File: config.mk
export PLATFORM = sky130hd
export DESIGN_NAME = pipe_hazard_ctrl
export DESIGN_NICKNAME = d
export VERILOG_FILES = /design/src/rtl/pipe_hazard_ctrl.sv
export SDC_FILE = /design/constraint.sdc
export NUM_CORES = 1
export LEC_CHECK = 0
export CAP_MARGIN = 5
export CORE_MARGIN = 2
export CORE_UTILIZATION = 39
export DETAILED_ROUTE_END_ITERATION = 7
export DONT_BUFFER_PORTS = 1
export PLACE_DENSITY_LB_ADDON = 0.25
export SYNTH_ARGS = -nofsm -noshare
export SYNTH_HDL_FRONTEND = slang
export SYNTH_SLANG_ARGS = --single-unit
File: constraint.sdc
create_clock -name clk -period 1.45 [get_ports clk]
set_clock_uncertainty 0.1 [all_clocks]
set_input_delay 0.145 -clock clk [delete_from_list [all_inputs] [get_ports clk]]
set_output_delay 0.145 -clock clk [all_outputs]
set_load 0.01 [all_outputs]
File: src/rtl/pipe_hazard_ctrl.sv
// Hazard, forwarding and flush controller for the 5-stage pipeline; registered stall/flush FSM on negedge clk.
// Optional performance counters are enabled by defining PIPE_HAZARD_CTRL_PERF_EN.
module pipe_hazard_ctrl #(
  parameter int unsigned AW        = 5,
  parameter int unsigned LOAD_LAT  = 1,
  parameter int unsigned FLUSH_CYC = 1,
  parameter int unsigned CNT_W     = 16
) (
  input  logic             clk,
  input  logic             rst,
  input  logic             id_valid,
  input  logic             id_uses_rs,
  input  logic             id_uses_rt,
  input  logic [AW-1:0]    id_rs,
  input  logic [AW-1:0]    id_rt,
  input  logic             ex_valid,
  input  logic             ex_mem_read,
  input  logic [AW-1:0]    ex_rs,
  input  logic [AW-1:0]    ex_rt,
  input  logic [AW-1:0]    ex_wr_addr,
  input  logic             br_taken,
  input  logic             mem_valid,
  input  logic             mem_reg_write,
  input  logic [AW-1:0]    mem_wr_addr,
  input  logic             wb_valid,
  input  logic             wb_reg_write,
  input  logic [AW-1:0]    wb_wr_addr,
  output logic             pc_en,
  output logic             pc_sel,
  output logic             if_id_en,
  output logic             if_id_flush,
  output logic             id_ex_bubble,
  output logic [1:0]       fwd_a,
  output logic [1:0]       fwd_b,
  output logic [1:0]       state_o,
  output logic [CNT_W-1:0] stall_cnt,
  output logic [CNT_W-1:0] flush_cnt
);

  localparam int unsigned MAX_CYC = (LOAD_LAT > FLUSH_CYC) ? LOAD_LAT : FLUSH_CYC;
  localparam int unsigned CW      = $clog2(MAX_CYC) + 1;
  localparam logic [CW-1:0] STALL_LOAD = CW'(LOAD_LAT - 1);
  localparam logic [CW-1:0] FLUSH_LOAD = CW'(FLUSH_CYC - 1);

  typedef enum logic [1:0] {
    RUN   = 2'b00,
    STALL = 2'b01,
    FLUSH = 2'b10
  } state_t;

  state_t        state, state_nx;
  logic [CW-1:0] cnt, cnt_nx;

  logic mem_wr, wb_wr;
  logic hazard, redirect;

  assign mem_wr = mem_valid & mem_reg_write & (mem_wr_addr != '0);
  assign wb_wr  = wb_valid & wb_reg_write & (wb_wr_addr != '0);

  // MEM result is younger than WB, so it takes precedence
  always_comb begin
    fwd_a = 2'b00;
    if (mem_wr && (mem_wr_addr == ex_rs))     fwd_a = 2'b10;
    else if (wb_wr && (wb_wr_addr == ex_rs))  fwd_a = 2'b01;
  end

  always_comb begin
    fwd_b = 2'b00;
    if (mem_wr && (mem_wr_addr == ex_rt))     fwd_b = 2'b10;
    else if (wb_wr && (wb_wr_addr == ex_rt))  fwd_b = 2'b01;
  end

  assign hazard = ex_valid & ex_mem_read & (ex_wr_addr != '0) & id_valid &
                  ((id_uses_rs & (id_rs == ex_wr_addr)) |
                   (id_uses_rt & (id_rt == ex_wr_addr)));
  assign redirect = ex_valid & br_taken;

  always_ff @(negedge clk or posedge rst) begin
    if (rst) begin
      state <= RUN;
      cnt   <= '0;
    end else begin
      state <= state_nx;
      cnt   <= cnt_nx;
    end
  end

  always_comb begin
    state_nx     = state;
    cnt_nx       = cnt;
    pc_en        = 1'b1;
    pc_sel       = 1'b0;
    if_id_en     = 1'b1;
    if_id_flush  = 1'b0;
    id_ex_bubble = 1'b0;

    if (redirect) begin
      // Redirect wins in every state; in FLUSH this reloads the flush window
      pc_sel       = 1'b1;
      if_id_flush  = 1'b1;
      id_ex_bubble = 1'b1;
      if (FLUSH_CYC > 1) begin
        state_nx = FLUSH;
        cnt_nx   = FLUSH_LOAD;
      end else begin
        state_nx = RUN;
        cnt_nx   = '0;
      end
    end else begin
      case (state)
        STALL: begin
          pc_en        = 1'b0;
          if_id_en     = 1'b0;
          id_ex_bubble = 1'b1;
          if (cnt <= CW'(1)) begin
            state_nx = RUN;
            cnt_nx   = '0;
          end else begin
            cnt_nx = cnt - CW'(1);
          end
        end
        FLUSH: begin
          if_id_flush  = 1'b1;
          id_ex_bubble = 1'b1;
          if (cnt <= CW'(1)) begin
            state_nx = RUN;
            cnt_nx   = '0;
          end else begin
            cnt_nx = cnt - CW'(1);
          end
        end
        default: begin
          if (hazard) begin
            pc_en        = 1'b0;
            if_id_en     = 1'b0;
            id_ex_bubble = 1'b1;
            if (LOAD_LAT > 1) begin
              state_nx = STALL;
              cnt_nx   = STALL_LOAD;
            end
          end
        end
      endcase
    end

    if (rst) begin
      state_nx     = RUN;
      cnt_nx       = '0;
      pc_en        = 1'b0;
      pc_sel       = 1'b0;
      if_id_en     = 1'b0;
      if_id_flush  = 1'b1;
      id_ex_bubble = 1'b1;
    end
  end

  assign state_o = state;

`ifdef PIPE_HAZARD_CTRL_PERF_EN
  always_ff @(negedge clk or posedge rst) begin
    if (rst) begin
      stall_cnt <= '0;
      flush_cnt <= '0;
    end else begin
      if (!pc_en && (stall_cnt != '1)) stall_cnt <= stall_cnt + CNT_W'(1);
      if (redirect && (flush_cnt != '1)) flush_cnt <= flush_cnt + CNT_W'(1);
    end
  end
`else
  assign stall_cnt = '0;
  assign flush_cnt = '0;
`endif

endmodule

==> out/metrics.yaml, run 1 <==
yosysWarnings: 0
required_ns: 1.21
synth.most_common_cell: "buf_4"
post-route-min-period_ns: 1.42
grt_pass1_wl_mm: 1.67
finalHoldViolCount: 0
place_hpwl_mm: 1.28
rows: 15
drc: 0
synth_common_cells: "buf_4, xnor2_1, xor2_1, or4_1"
max_freq_ghz: 0.705
port_buffers: 0
slew_viol_final: 0
finalCritPeriodShare: 0.979
die-width_um: 46.5
final_cell_area_um2: 642
yosysTopAreaCell: "buf_4"
diodes: 0
io_pins: 90
fill_cells: 186
netlist_top_cells_area: "buf_4, xnor2_1, xor2_1"
ys_types: 20
gr-total-overflow: 0
drive_above_1_share: 0.0860
drtIter0Drc: 2
syn_area_um2: 703
nFlopsAndLatches: 0
grt_setup_unrepaired: "true"
hp-class: "input port to output port"
drv_cap: 0
ctsHoldBuffers: 0
track_usage: 0.102
dr.pass1.iters: 3
setup-violations-final: 0
design.core.area_um2: 1710
relSlewSlack: 0.602
post_cts_buffers: 0
crit_path_start_kind: "input port"
vdd_drop_max_v: 0.0000846
worstSetupEndpointType: "output port"
vias: 528
start_util: 0.412
leakagePower_nw: 0.262
fin_nets: 142
power_uw: 152
pwr_density_cell_nw_per_um2: 238
multi_input_area_um2: 592
outcome: "finished, final reports clean"
synth_top_cell_area_share: 0.374
syn_avg_cell_area_um2: 7.56
crit_type: "input port to output port"
gp_congestion: 0.749
chipHeight_um: 46.5
grt_pass1_vias: 489
die-area_um2: 2160
dp_cells: 118
avgRoutedWirePerCell_um: 11.1
finalWirelength_mm: 1.31
nClkBuffers: 0
antenna_found_initial: 0
instances_no_fill: 118
cp_data_arrival_time_ns: 1.17
vias_per_cell: 4.47
detail-route-antenna-nets: 0
grt_start_max_net_pins: 4
syn_to_final_growth_pct: -8.72
path_max_fanout: 3
syn_inst: 93
ys_seq_area_frac: 0
dpl_cell_area_um2: 628
seqCellArea_um2: 0
tightest_slew_ns: 0.591
finalCoreUtilization: 0.376
-- worst max-delay path, cell delays in order --
cell	delay [ns]
or4_1	0.52
o211ai_2	0.19
nor4_1	0.12
nor4_4	0.20
-- cell type report --
cell class / instances / area share
inverters: 1 / 0.00585
well taps: 25 / 0.0487
repair buffers: 2 / 0.0234
multi-input cells: 90 / 0.922
-- cells by family after synthesis --
| kind of cell | count (synthesis) | share of synthesized area |
|---|---|---|
| other | 1 | 0.00533 |
| buffers and inverters | 36 | 0.379 |
| AO/OA/AOI/OAI | 6 | 0.0641 |
| AND/OR/NAND/NOR | 20 | 0.178 |
| XOR/XNOR | 30 | 0.374 |
-- cells in the final DEF (no fill, tap or decap) --
master,n
conb_1,34
xnor2_1,16
xor2_1,14
nand3_1,3
nand2_1,3
or4_1,2
nand4_1,2
nor2_1,2
or4_4,2
nor4_4,2
buf_4,2
o211ai_2,1
nor4_1,1
o22ai_1,1
nor3_1,1
a21oi_1,1
nand2b_1,1
a21o_1,1
inv_1,1
a31oi_1,1
nor4_2,1
o211ai_1,1
-- layer usage --
metal	wire length (um)	GRT usage
met2	724	0.244
met1	361	0.0920
met3	228	0.00392
met4	0	0
met5	0	0
-- repair_timing --
| action | CTS | global route |
|---|---|---|
| pin swaps | 2 | 0 |
| gates resized for setup | 2 | 1 |
| setup endpoints to repair | 2 | 2 |
-- metrics by stage --
| step | setup TNS, ns | setup WS [ns] | hold slack [ns] |
|---|---|---|---|
| final | 0 | 0.0308 | 0.240 |
| after global routing | -0.0774 | -0.0439 | 0.241 |
| after CTS | 0 | 0.00815 | 0.240 |
| after detailed placement | -0.0877 | -0.0557 | 0.240 |
| after global placement | -0.0722 | -0.0475 | 0.243 |
| after floorplan | 0 | 0.000145 | 0.238 |
-- path summary, 6_finish.rpt --
check             slack, ns      startpoint  depth (start not counted)       end
setup / recovery       0.03  mem_wr_addr[3]                          4  fwd_a[0]
hold / removal         0.24             rst                          1    pc_sel
-- where the power goes --
part           switching [mW]  internal (mW)
logic                  0.0878         0.0646
registers                   0              0
clock network               0              0
(Power assumes the default switching activity.)
==> inputs of run 2 (changes only) <==
CELL_PAD_IN_SITES_DETAIL_PLACEMENT = 1   (was default)
CELL_PAD_IN_SITES_GLOBAL_PLACEMENT = 2   (was default)
CORE_UTILIZATION = 30   (was 39)
==> run 2 against run 1 <==
  * The flow now finishes with violations (setup timing)
  * Count of clock-buffer cells in the layout unchanged
  * Global-route usage fell by 1.6 points
  * Setup slack got worse by 0.080 ns
  * Critical path depth stayed put
  * First-iteration DRC count down 100%
  * Critical path type unchanged
  * Largest power group unchanged
  * Highest routed layer unchanged
==> out/metrics.yaml, run 2 (synthesis results as in run 1) <==
crit_type: "input port to output port"
drive_above_1_share: 0.0543
track_usage: 0.0862
crit_path_max_incr_delay_ns: 0.59
syn_to_final_growth_pct: -10.7
relSlewSlack: 0.369
worstSetupEndpointType: "output port"
drv_cap: 0
design.core.area_um2: 2210
cp_top_family: "simple AND/OR/NAND/NOR gates"
required_ns: 1.21
seqCellArea_um2: 0
start_util: 0.318
hold_path.startpoint: "rst"
setup-violations-final: 2
crit_chain: "or4_1, o211ai_1, or4_1, nor4_4"
grt_pass1_wl_mm: 1.89
finalCritPeriodShare: 1.03
final_common_cell: "conb_1"
fin_ws_ns: -0.0497
post-route-min-period_ns: 1.50
finalWirelength_mm: 1.44
cp_data_arrival_time_ns: 1.25
port_buffers: 0
nClkBuffers: 0
grt_setup_unrepaired: "true"
dr.pass1.iters: 1
ctsHoldBuffers: 0
hp-class: "input port to output port"
fin_nets: 141
pwr_density_cell_nw_per_um2: 238
violations: "setup timing"
holdPathEnd: "pc_sel"
fill_cells: 295
critPathLaunch: "wb_wr_addr[2]"
diodes: 0
drtIter0Drc: 0
final_cell_mix: "conb_1, xnor2_1, xor2_1"
post_cts_buffers: 0
vias_per_cell: 4.29
worst_hold_slack_ns: 0.241
place_hpwl_mm: 1.40
die-area_um2: 2750
io_pins: 90
slew_viol_final: 0
cp.buffers_inverters: 0
min_delay_path_depth: 1
outcome: "complete, but fails checks"
finalHoldViolCount: 0
vdd_drop_max_v: 0.0000645
grt_start_max_net_pins: 4
power_uw: 150
max_freq_ghz: 0.667
gr-total-overflow: 0
crit_path_start_kind: "input port"
cp_slowest_cell: "or4_1"
rows: 17
vias: 515
chipHeight_um: 52.4
antenna_found_initial: 0
avgRoutedWirePerCell_um: 12.0
drc: 0
cpMostUsedCell: "or4_1"
gp_congestion: 0.641
grt_pass1_vias: 504
leakagePower_nw: 0.255
tightest_slew_ns: 0.937
detail-route-antenna-nets: 0
path_max_fanout: 3
die-width_um: 52.4
nFlopsAndLatches: 0
## run 2: changes by cell type in the layout (fill, tap and decap cells not counted), sizes merged
cell	delta
buf	-1
## run 2: routing by layer
metal,vias to the layer above,global-route usage,wire (um)
li1,240,-,-
met3,0,0.00571,238
met1,218,0.0833,414
met4,0,0,0
met5,-,0,0
met2,57,0.198,789
## run 2: worst max-delay path by stage
stage	to	slack (ns)	cells after the start
3_3_place_gp	fwd_b[0]	-0.05	4
5_1_grt	fwd_b[0]	-0.11	4
2_1_floorplan	fwd_a[0]	0.0001	4
6_report	fwd_b[0]	-0.05	4
3_5_place_dp	fwd_b[0]	-0.06	4
4_1_cts	fwd_b[0]	-0.06	4
## run 2: what timing repair did
| action | CTS | global route |
|---|---|---|
| gates cloned | 0 | 0 |
| setup endpoints to repair | 2 | 4 |
| gates resized for setup | 0 | 1 |
## run 2: where the power goes
group	switching (mW)	total [mW]	internal (mW)
logic	0.0861	0.150	0.0634
registers	0	0	0
clock network	0	0	0
total	0.0861	0.150	0.0634
## run 2: area by class of cell
cell class | instances | area (um2) | area share
Multi-Input combinational cell | 90 | 582 | 0.926
Tap cell | 28 | 35.0 | 0.0558
Timing Repair Buffer | 1 | 7.51 | 0.0120
Inverter | 1 | 3.75 | 0.00598
## run 2: metrics by stage
stage	setup slack, ns	instance area (um2)	setup TNS (ns)	cells	utilization
final	-0.0497	628	-0.0806	120	0.284
after global routing	-0.110	628	-0.265	120	0.284
after CTS	-0.0556	624	-0.108	120	0.282
after detailed placement	-0.0556	624	-0.108	120	0.282
after global placement	-0.0486	624	-0.0969	120	0.282
after floorplan	0.000145	845	0	126	-
==> inputs of run 3 (changes only) <==
CORE_ASPECT_RATIO = 0.5   (was default)
CORE_UTILIZATION = 27   (was 30)
clock period = 1.2 ns   (was 1.45 ns; I/O delays follow)
==> run 3 against run 2 <==
  * The flow still finishes with violations (setup timing)
  * Combinational power grew 30%
  * Count of clock-buffer cells in the layout is the same
  * Cell count grew 10%
  * Sequential share of layout area is the same
  * Via count grew 1.6%
  * Critical path depth grew 1
==> out/metrics.yaml, run 3 (synthesis results as in run 1) <==
outcome: "complete, but fails checks"
violations: "setup timing"
dr.max_layer_used: "met3"
vdd_drop_max_v: 0.0000579
vias: 523
worst_hold_slack_ns: 0.195
finalWirelength_mm: 1.78
nClkBuffers: 0
pwr_density_cell_nw_per_um2: 286
grt_setup_unrepaired: "true"
fin_nets: 144
die-area_um2: 3050
final_cell_area_um2: 682
port_buffers: 0
wl_met1_um: 564
path_max_fanout: 3
dpl_cell_area_um2: 666
die-width_um: 76.2
track_usage: 0.0989
detail-route-antenna-nets: 0
setup-violations-final: 4
start_util: 0.277
crit_path_max_incr_delay_ns: 0.52
instances_no_fill: 132
worstSetupEndpointType: "output port"
grt_pass1_vias: 526
antenna_found_initial: 0
cp.buffers_inverters: 1
design.core.area_um2: 2540
crit_chain: "or4_4, o211ai_2, nor4_1, buf_4, nor4_4"
cp_slowest_cell: "or4_4"
hp-class: "input port to output port"
drive_above_1_share: 0.126
diodes: 0
leakagePower_nw: 0.274
finalCritPeriodShare: 1.20
max_freq_ghz: 0.692
fin_ws_ns: -0.246
dr.pass1.iters: 4
cp_top_family: "simple AND/OR/NAND/NOR gates"
gp_congestion: 0.642
avgRoutedWirePerCell_um: 13.4
ctsHoldBuffers: 0
dp_cells: 132
grt_pass1_wl_mm: 2.47
final_cell_mix: "conb_1, xnor2_1, xor2_1"
seqCellArea_um2: 0
nFlopsAndLatches: 0
rows: 13
wl_met2_um: 984
vias_per_cell: 3.96
slew_viol_final: 0
crit_path_start_kind: "input port"
io_pins: 90
drtIter0Drc: 13
drv_cap: 0
crit_type: "input port to output port"
place_hpwl_mm: 1.72
cp_data_arrival_time_ns: 1.23
drc: 0
chipHeight_um: 40.1
final_common_cell: "conb_1"
syn_to_final_growth_pct: -3.02
required_ns: 0.98
post-route-min-period_ns: 1.45
finalHoldViolCount: 0
gr-total-overflow: 0
dr_wl_met3_um: 226
grt_start_max_net_pins: 4
-- run 3: cell types whose count changed in the layout (fill, tap and decap cells not counted) --
cell	delta
nor4_2	+1
buf_4	+3
or4_4	+2
o22ai_2	+1
o22ai_1	-1
or4_1	-2
nor4_1	-1
-- run 3: worst paths after layout --
path,from,end,cells after the start
worst max-delay path,mem_wr_addr[3],fwd_b[0],5
worst min-delay path,rst,pc_sel,1
-- run 3: cell type report --
cell class | instances | area, um2
tap | 37 | 46.3
fill | 337 | 1860
inverter | 1 | 3.75
timing repair buffer | 4 | 30.0
multi-input combinational | 90 | 602
-- run 3: power by group --
group	total [mW]	switching [mW]	internal, mW
clock	0	0	0
sequential	0	0	0
combinational	0.195	0.113	0.0821
-- run 3: timing repair --
action,CTS,global route
endpoints found under the setup margin,4,6
hold endpoints to repair,0,0
buffers inserted,0,0
resized for setup,2,1
-- run 3: layer usage --
metal,up-vias,global-route usage
li1,246,-
met4,0,0
met2,41,0.234
met5,-,0
met1,236,0.0935
met3,0,0.0338
-- run 3: through the flow --
step,util,setup WS [ns],TNS [ns],power [mW]
floorplan,-,-0.149,-0.361,0.251
global placement,0.262,-0.250,-0.762,0.185
detailed placement,0.262,-0.297,-0.924,0.188
CTS,0.266,-0.250,-0.681,0.192
global route,0.269,-0.284,-0.801,0.215
finish,0.269,-0.246,-0.658,0.195
